### src/rtl/uart_cmd_pkg.sv
`default_nettype none
// ============================================================================
// Module   : uart_cmd_pkg
// Purpose  : Opcodes, FSM state encoding, fixed RF operand addresses and
//            state-class helpers for the UART command controller.
// Revision : 1.0 - initial release
// ============================================================================
package uart_cmd_pkg;

  localparam logic [7:0] CMD_RF_WR   = 8'hAA;
  localparam logic [7:0] CMD_RF_RD   = 8'hBB;
  localparam logic [7:0] CMD_ALU_OP  = 8'hCC;
  localparam logic [7:0] CMD_ALU_NOP = 8'hDD;

  localparam int unsigned OPA_ADDR = 0;
  localparam int unsigned OPB_ADDR = 1;

  typedef enum logic [3:0] {
    IDLE     = 4'd0,
    WR_ADDR  = 4'd1,
    WR_DATA  = 4'd2,
    RD_ADDR  = 4'd3,
    RD_WAIT  = 4'd4,
    OPA      = 4'd5,
    OPB      = 4'd6,
    ALU_FN   = 4'd7,
    ALU_WAIT = 4'd8,
    TX_LO    = 4'd9,
    TX_HI    = 4'd10,
    TX_RD    = 4'd11
  } state_e;

  // States that still expect command bytes from the host
  function automatic logic is_collecting(state_e s);
    return (s == WR_ADDR) || (s == WR_DATA) || (s == RD_ADDR) ||
           (s == OPA) || (s == OPB) || (s == ALU_FN);
  endfunction

  // States waiting for a result or draining one; new bytes are overruns
  function automatic logic is_busy(state_e s);
    return (s == RD_WAIT) || (s == ALU_WAIT) || (s == TX_LO) ||
           (s == TX_HI) || (s == TX_RD);
  endfunction

endpackage
`default_nettype wire

### src/rtl/uart_cmd_timeout.sv
`default_nettype none
// ============================================================================
// Module   : uart_cmd_timeout
// Purpose  : Inter-byte timeout counter. Clears on every accepted byte or
//            whenever the FSM is not collecting a command; flags expiry once
//            TIMEOUT_CYCLES-1 is reached. Only built under CMD_TIMEOUT_EN.
// Revision : 1.0 - initial release
// ============================================================================
module uart_cmd_timeout #(
  parameter int unsigned TIMEOUT_CYCLES = 4096
) (
  input  logic i_clk,
  input  logic i_rst_n,
  input  logic i_clear,
  input  logic i_run,
  output logic o_expired
);

  localparam int unsigned c_CW = (TIMEOUT_CYCLES > 2) ? $clog2(TIMEOUT_CYCLES) : 1;
  localparam logic [c_CW-1:0] c_LAST = c_CW'(TIMEOUT_CYCLES - 1);

  logic [c_CW-1:0] r_cnt;

  assign o_expired = i_run && (r_cnt == c_LAST);

  // Count idle cycles while a command is partially received
  always_ff @(posedge i_clk or negedge i_rst_n) begin
    if (!i_rst_n) begin
      r_cnt <= '0;
    end else if (i_clear || !i_run) begin
      r_cnt <= '0;
    end else if (r_cnt != c_LAST) begin
      r_cnt <= r_cnt + 1'b1;
    end
  end

endmodule
`default_nettype wire

### src/rtl/uart_cmd_ctrl.sv
`default_nettype none
// ============================================================================
// Module   : uart_cmd_ctrl
// Purpose  : Parses UART RX byte frames into register-file write/read and ALU
//            commands, drives RF/ALU/clock-gate strobes and returns results
//            to the TX FIFO. Optional inter-byte timeout: define
//            CMD_TIMEOUT_EN.
// Revision : 1.0 - initial release
// ============================================================================
module uart_cmd_ctrl
  import uart_cmd_pkg::*;
#(
  parameter int unsigned DATA_WIDTH     = 8,
  parameter int unsigned ADDR_WIDTH     = 4,
  parameter int unsigned TIMEOUT_CYCLES = 4096
) (
  input  logic                  CLK,
  input  logic                  RST,
  input  logic [7:0]            RX_P_DATA,
  input  logic                  RX_D_VLD,
  input  logic                  PAR_ERR,
  input  logic                  FRM_ERR,
  output logic                  RF_WrEn,
  output logic                  RF_RdEn,
  output logic [ADDR_WIDTH-1:0] RF_Address,
  output logic [DATA_WIDTH-1:0] RF_WrData,
  input  logic [DATA_WIDTH-1:0] RF_RdData,
  input  logic                  RF_RdData_VLD,
  output logic [3:0]            ALU_FUN,
  output logic                  ALU_EN,
  output logic                  CLK_GATE_EN,
  input  logic [15:0]           ALU_OUT,
  input  logic                  ALU_OUT_VLD,
  output logic [7:0]            TX_P_DATA,
  output logic                  TX_D_VLD,
  input  logic                  FIFO_FULL,
  output logic                  CMD_ERR
);

  state_e      r_state;
  logic [15:0] r_alu_res;

  logic w_acc;
  logic w_err;
  logic w_timeout;
  logic w_tx_state;

  assign w_acc      = RX_D_VLD && !PAR_ERR && !FRM_ERR;
  assign w_err      = RX_D_VLD && (PAR_ERR || FRM_ERR);
  assign w_tx_state = (r_state == TX_LO) || (r_state == TX_HI) || (r_state == TX_RD);

  // The push is decoded from the state and the live FIFO_FULL so that a push
  // never lands on a full FIFO and can happen the very cycle space appears.
  assign TX_D_VLD = w_tx_state && !FIFO_FULL;

`ifdef CMD_TIMEOUT_EN
  uart_cmd_timeout #(
    .TIMEOUT_CYCLES(TIMEOUT_CYCLES)
  ) u_timeout (
    .i_clk     (CLK),
    .i_rst_n   (RST),
    .i_clear   (w_acc),
    .i_run     (is_collecting(r_state)),
    .o_expired (w_timeout)
  );
`else
  assign w_timeout = 1'b0;
`endif

  // Command FSM with registered strobes, address/data/function and result
  always_ff @(posedge CLK or negedge RST) begin
    if (!RST) begin
      r_state     <= IDLE;
      r_alu_res   <= '0;
      RF_WrEn     <= 1'b0;
      RF_RdEn     <= 1'b0;
      RF_Address  <= '0;
      RF_WrData   <= '0;
      ALU_FUN     <= '0;
      ALU_EN      <= 1'b0;
      CLK_GATE_EN <= 1'b0;
      TX_P_DATA   <= '0;
      CMD_ERR     <= 1'b0;
    end else begin
      RF_WrEn <= 1'b0;
      RF_RdEn <= 1'b0;
      CMD_ERR <= 1'b0;
      if (w_err) begin
        // Corrupted byte: abandon whatever was in progress
        CMD_ERR     <= 1'b1;
        ALU_EN      <= 1'b0;
        CLK_GATE_EN <= 1'b0;
        r_state     <= IDLE;
      end else if (w_timeout && !w_acc) begin
        CMD_ERR <= 1'b1;
        r_state <= IDLE;
      end else begin
        // A byte arriving while a result is pending or draining is dropped
        if (w_acc && is_busy(r_state)) begin
          CMD_ERR <= 1'b1;
        end
        case (r_state)
          IDLE: begin
            if (w_acc) begin
              case (RX_P_DATA)
                CMD_RF_WR:   r_state <= WR_ADDR;
                CMD_RF_RD:   r_state <= RD_ADDR;
                CMD_ALU_OP:  r_state <= OPA;
                CMD_ALU_NOP: r_state <= ALU_FN;
                default:     r_state <= IDLE;
              endcase
            end
          end
          WR_ADDR: begin
            if (w_acc) begin
              RF_Address <= RX_P_DATA[ADDR_WIDTH-1:0];
              r_state    <= WR_DATA;
            end
          end
          WR_DATA: begin
            if (w_acc) begin
              RF_WrData <= RX_P_DATA;
              RF_WrEn   <= 1'b1;
              r_state   <= IDLE;
            end
          end
          RD_ADDR: begin
            if (w_acc) begin
              RF_Address <= RX_P_DATA[ADDR_WIDTH-1:0];
              RF_RdEn    <= 1'b1;
              r_state    <= RD_WAIT;
            end
          end
          RD_WAIT: begin
            if (RF_RdData_VLD) begin
              TX_P_DATA <= RF_RdData;
              r_state   <= TX_RD;
            end
          end
          OPA: begin
            if (w_acc) begin
              RF_Address <= ADDR_WIDTH'(OPA_ADDR);
              RF_WrData  <= RX_P_DATA;
              RF_WrEn    <= 1'b1;
              r_state    <= OPB;
            end
          end
          OPB: begin
            if (w_acc) begin
              RF_Address <= ADDR_WIDTH'(OPB_ADDR);
              RF_WrData  <= RX_P_DATA;
              RF_WrEn    <= 1'b1;
              r_state    <= ALU_FN;
            end
          end
          ALU_FN: begin
            if (w_acc) begin
              ALU_FUN     <= RX_P_DATA[3:0];
              ALU_EN      <= 1'b1;
              CLK_GATE_EN <= 1'b1;
              r_state     <= ALU_WAIT;
            end
          end
          ALU_WAIT: begin
            if (ALU_OUT_VLD) begin
              r_alu_res   <= ALU_OUT;
              TX_P_DATA   <= ALU_OUT[7:0];
              ALU_EN      <= 1'b0;
              CLK_GATE_EN <= 1'b0;
              r_state     <= TX_LO;
            end
          end
          TX_LO: begin
            if (!FIFO_FULL) begin
              TX_P_DATA <= r_alu_res[15:8];
              r_state   <= TX_HI;
            end
          end
          TX_HI, TX_RD: begin
            if (!FIFO_FULL) begin
              r_state <= IDLE;
            end
          end
          default: r_state <= IDLE;
        endcase
      end
    end
  end

endmodule
`default_nettype wire

### config.mk
export PLATFORM = sky130hd
export DESIGN_NAME = uart_cmd_ctrl
export DESIGN_NICKNAME = d
export VERILOG_FILES = /design/src/rtl/uart_cmd_pkg.sv /design/src/rtl/uart_cmd_timeout.sv /design/src/rtl/uart_cmd_ctrl.sv
export SDC_FILE = /design/constraint.sdc
export NUM_CORES = 1
export LEC_CHECK = 0
export CAP_MARGIN = 20
export CORE_MARGIN = 1
export CORE_UTILIZATION = 60
export CTS_CLUSTER_DIAMETER = 50
export CTS_CLUSTER_SIZE = 20
export DETAILED_ROUTE_END_ITERATION = 7
export DONT_BUFFER_PORTS = 1
export HOLD_SLACK_MARGIN = 0.12
export PLACE_DENSITY = 0.76
export SLEW_MARGIN = 20
export SYNTH_ARGS = -nofsm -noshare
export SYNTH_HDL_FRONTEND = slang
export SYNTH_SLANG_ARGS = --single-unit
export TNS_END_PERCENT = 5
### constraint.sdc
create_clock -name CLK -period 4 [get_ports CLK]
set_input_delay 0.8 -clock CLK [delete_from_list [all_inputs] [get_ports CLK]]
set_output_delay 0.8 -clock CLK [all_outputs]
set_load 0.005 [all_outputs]
* Yosys cells after proc, flatten, opt, wreduce, memory -nomap -nowiden
Index checks and enable logic that the tools add are counted.
Storage, ports and cells: latch bits 0, ROM bits 0, memories 0, bits in writable memories 0, output and inout bits 30, flip-flop bits (word level) 48, logic and storage cells 104, input port bits 40
Cells by class: bitwise gates (word level) 1, mux-type cells 32, $lt $le $gt $ge 0, add/subtract/negate cells 0, reduce and logical (&&, ||, !) cells 29, shift-type cells 0, divide/modulo/power cells 0, eq/ne operators 32, multiply operators 0
Operators with widths (number):
- 4-bit two-way mux | 14
- 4-bit case mux with 11 select lines | 1
- 3-bit != test (second input constant) | 11
- 8-bit == test (second input constant) | 4
- 8-bit two-way mux | 3
- 8-bit case mux with 3 select lines | 1
- 4-bit by 3-bit == test with 1-bit output (second input constant) | 4
- 4-bit == test (second input constant) | 4
- 3-bit case mux with 4 select lines | 1
- 4-bit case mux with 3 select lines | 1
- 3-bit AND reduction | 4
- 11-bit AND reduction | 1
- 1-bit two-way mux | 10
- 2-bit != test (second input constant) | 5
- 5-bit AND reduction | 2
- 3-bit nonzero test | 3
- 4-bit by 2-bit == test with 1-bit output (second input constant) | 2
- 1-bit logical OR | 7
- 1-bit logical AND | 5
- 4-bit by 1-bit == test with 1-bit output (second input constant) | 1
- 4-bit logical NOT | 1
- 2-bit OR reduction | 2
- 1-bit logical NOT | 3
- 3-bit OR reduction | 1
- other kinds (3) | 3

* Longest topological paths before layout
depth in word-level cells 8, mapped depth 6, gate-level depth less buffers 4

* Least setup slack after synthesis
No wires, ideal clock.
path kind input-to-reg, start point input port PAR_ERR, end point register TX_P_DATA[0], setup time 0.125 ns, arrival 1.937 ns, required time 3.875 ns, stages 4, setup slack 1.938 ns, cells stage by stage nor2_1 > nor2b_1 > nor4_4 > mux2_2
On the way: word-level cells in the longest chain between the ends 4
Ends and longest elaborated chain:
- start, declared | line uart_cmd_ctrl.sv:21 | input logic PAR_ERR,
- 1-bit logical OR | line uart_cmd_ctrl.sv:49 | assign w_err = RX_D_VLD && (PAR_ERR || FRM_ERR);
- 1-bit logical AND | line uart_cmd_ctrl.sv:49
- 1-bit inverter (no source line)
- 5-bit AND reduction (no source line)
- end signal, assigned | line uart_cmd_ctrl.sv:136 | TX_P_DATA <= RF_RdData;
- end signal, assigned | line uart_cmd_ctrl.sv:167 | TX_P_DATA <= ALU_OUT[7:0];
- end signal, assigned | line uart_cmd_ctrl.sv:175 | TX_P_DATA <= r_alu_res[15:8];
- end, declared | line uart_cmd_ctrl.sv:34 | output logic [7:0] TX_P_DATA,
Every way passes these cells. A chain may end at the register's enable or synchronous reset.

* Final worst setup path
start point register r_state[0], end point output port TX_D_VLD
On the way: word-level cells in the longest chain between the ends 4
Ends and longest elaborated chain:
- start, declared | line uart_cmd_ctrl.sv:40 | state_e r_state;
- start signal, assigned | line uart_cmd_ctrl.sv:73 | r_state <= IDLE;
- start signal, assigned | line uart_cmd_ctrl.sv:93 | r_state <= IDLE;
- start signal, assigned | line uart_cmd_ctrl.sv:96 | r_state <= IDLE;
- 4-bit == test | line uart_cmd_ctrl.sv:50 | assign w_tx_state = (r_state == TX_LO) || (r_state == TX_HI) || (r_state == TX_RD);
- 1-bit logical OR | line uart_cmd_ctrl.sv:50
- 1-bit logical OR * | line uart_cmd_ctrl.sv:50
- 1-bit logical AND * | line uart_cmd_ctrl.sv:54 | assign TX_D_VLD = w_tx_state && !FIFO_FULL;
- end, declared | line uart_cmd_ctrl.sv:35 | output logic TX_D_VLD,
Every way passes the cells marked *; elsewhere a longest branch is shown, timed or not.

==> qor.yml <==
floorplanning:
  start_util: 0.648
  rows: 20
  core_sq_mm: 0.00315
  chipHeight_microns: 60.4
  die_w_microns: 60.4
  dieArea_sq_mm: 0.00364
  io_pins: 70
sta:
  finalClockSkew_ps: 4.80
  hold_viol: 0
  timing.final.crit_share: 0.599
  rsz0062_at_grt: "no"
  drv_slew: 0
  fin_crit_ps: 2400
  worst_slew_pin_slew_ps: 663
  slew_headroom: 0.558
  fmax_ghz: 0.417
  setup_tns_ps: 0
  setup_viol: 0
global_routing:
  grt_first_pass_wirelength_mm: 6.07
  grt_pass1_vias: 1263
  antenna_found_initial: 0
  grt-ovfl-total: 0
  grt.total_usage: 0.233
  grt_start_max_net_pins: 32
layout:
  layout-drive-gt1-share: 0.148
  area_growth_pct: 7.65
  nets: 221
  instances_no_fill: 226
  diodes: 0
place:
  dp.cells: 216
  port_buffers: 0
  gp_congestion: 0.916
  place_hpwl_mm: 2.91
clocking:
  insertion_delay_ps: 350
  cts_max_path_buffers: 2
  clk_pin_slew_ps: 120
  htreeDepth: 2
  cts_tree: "built"
  post-cts-setup-buffer-count: 0
  numCtsBuffers: 5
  cts_resized: 0
  cts-root-buf: "clkbuf_4"
  cts.sinks: 40
synthesis:
  avgSynthCellArea_sq_um: 11.4
  synthesis.area_sq_mm: 0.00204
  synth_edf_count: 0
  ys_seq_area_frac: 0.490
  postSynth.asyncResetShare: 1.00
  ys_ff_latch: 40
  synth_cell_type_count: 39
  ys_warn_count: 0
  yosys_most_used_dff: "dfrtp_1"
  synth_cells: 180
  syn_nets: 220
pwr:
  swShare: 0.224
  clock_power_share: 0.375
  cellLeakagePower_nw: 0.968
  p_seq_frac: 0.520
  comb_power_share: 0.105
  p_sw_uw: 233
  p_int_uw: 808
  powerDensity_mw_per_mm2: 473
  max-vdd-ir-drop_mv: 0.283
worst_setup_path:
  r2r_setup_slack_ps: 1850
  critPathMaxFanout: 23
  worstReg2RegEnd: "TX_P_DATA[7]$_DFFE_PN0P_"
  crit_type: "register to output pin"
  crit_arrival_ps: 1600
  crit_required_ps: 3200
  r2r_start: "r_state[0]$_DFFE_PN0P_"
  crit_path_end_kind: "output pin"
  r2r_cells: 4
  start_kind: "register"
routing:
  drc: 0
  wl_per_cell_microns: 17.1
  viasPerCell: 6.21
  antenna_left: 0
  firstDrtPassIters: 4
  vias: 1403
  routed_wl_mm: 3.85
  dr.first_iter.drc_count: 65
min_path:
  hp-class: "input port to asynchronous set/reset pin"
flow_run:
  maxCapViolations: 0
outcome:
  status: "finished clean"
## through the flow
step	hold slack (ps)	instance area (sq um)	utilization	setup WS, ps	power, mW
finish	240	2200	0.698	1600	1.04
global route	243	2200	0.698	1480	1.09
CTS	121	2190	0.694	1610	1.05
detailed placement	481	2040	0.648	1730	0.653
global placement	479	2040	0.648	1820	0.642
floorplan	465	2040	-	1940	0.623
## critical path: stages (launching register included)
cell	delay [ps]
dfrtp_1	790
nor2_1	180
nor3_1	280
## layout make-up
type,instances,area [sq um]
Inverter,5,18.8
Tap cell,44,55.1
Clock buffer,5,37.5
Fill cell,253,953
Multi-Input combinational cell,127,967
Sequential cell,40,1000
Clock inverter,3,90.1
Timing Repair Buffer,2,30.0
## placed cells by master, fill, tap and decap left out, types with 3 or more instances in the layout
cell type,Yosys,final
a21oi_1,7,7
a221o_1,8,8
bufinv_16,0,3
clkbuf_4,0,5
dfrtp_1,40,40
inv_1,5,5
mux2_1,15,15
mux2_2,14,14
mux2i_1,3,3
nand2_1,18,18
nand2b_1,3,3
nor2_1,13,13
nor2b_1,4,4
nor3_1,3,3
o21ai_0,5,5
o2bb2ai_1,3,3
xnor2_1,3,3
## sequential cells by signal (all words and copies together) (netlist names)
register     cells
ALU_FUN          4
CLK_GATE_EN      1
CMD_ERR          1
RF_Address       4
RF_RdEn          1
RF_WrData        8
RF_WrEn          1
TX_P_DATA        8
r_alu_res        8
r_state          4
## power groups by stage
stage,registers [mW],logic [mW],clock network (mW)
finish,0.541,0.110,0.390
global placement,0.548,0.0944,0
CTS,0.543,0.109,0.395
detailed placement,0.552,0.101,0
floorplan,0.531,0.0923,0
global route,0.553,0.125,0.412
## cells by family (layout without fill, tap and decap cells)
kind of cell,count (synthesis),count (layout),synth area share
AOI/OAI and AO/OA,34,34,0.129
muxes,32,32,0.175
DFF,40,40,0.490
xor gates and xnor gates,3,3,0.0129
buffers and inverters,13,15,0.0367
and+or+nand+nor,58,58,0.157
## cell usage after synthesis (2+ instances only)
cell	count	area, sq um
inv_1	5	18.8
a211oi_1	2	15.0
buf_4	2	15.0
buf_6	2	22.5
a21oi_1	7	35.0
o2bb2ai_1	3	26.3
mux2_1	15	169
nor2_1	13	48.8
buf_2	3	15.0
nand3_1	2	10.0
mux2_2	14	158
nor3_1	3	15.0
a32oi_1	2	17.5
nand3b_1	2	15.0
dfrtp_1	40	1000
nand2b_1	3	18.8
xnor2_1	3	26.3
nor2b_1	4	25.0
o21ai_0	5	25.0
or3b_1	2	17.5
nor3b_1	2	15.0
a31oi_1	2	12.5
nor4bb_1	2	20.0
nand2_1	18	67.6
a221o_1	8	80.1
mux2i_1	3	30.0
## per-layer routing
metal  vias to the layer above  GRT usage  wire length (microns)
li1                        657          -                      -
met3                         8     0.0661                    337
met2                        61      0.333                   1740
met5                         -          0                      0
met1                       677      0.328                   1700
met4                         0      0.110                     78
## worst max-delay path by stage
| stage | from | to | slack, ps |
|---|---|---|---|
| after detailed placement | PAR_ERR | TX_P_DATA[7]$_DFFE_PN0P_ | 1730 |
| after CTS | r_state[0]$_DFFE_PN0P_ | TX_D_VLD | 1610 |
| after global placement | PAR_ERR | TX_P_DATA[5]$_DFFE_PN0P_ | 1820 |
| after floorplan | PAR_ERR | TX_P_DATA[0]$_DFFE_PN0P_ | 1940 |
| after global routing | r_state[0]$_DFFE_PN0P_ | TX_D_VLD | 1480 |
| final | r_state[0]$_DFFE_PN0P_ | TX_D_VLD | 1600 |
## repair_timing
action / CTS / global route
hold buffers: 1 / 1
setup endpoints to repair: 0 / 0
hold endpoints to repair: 31 / 9
Power figures use the tool's default switching activity.
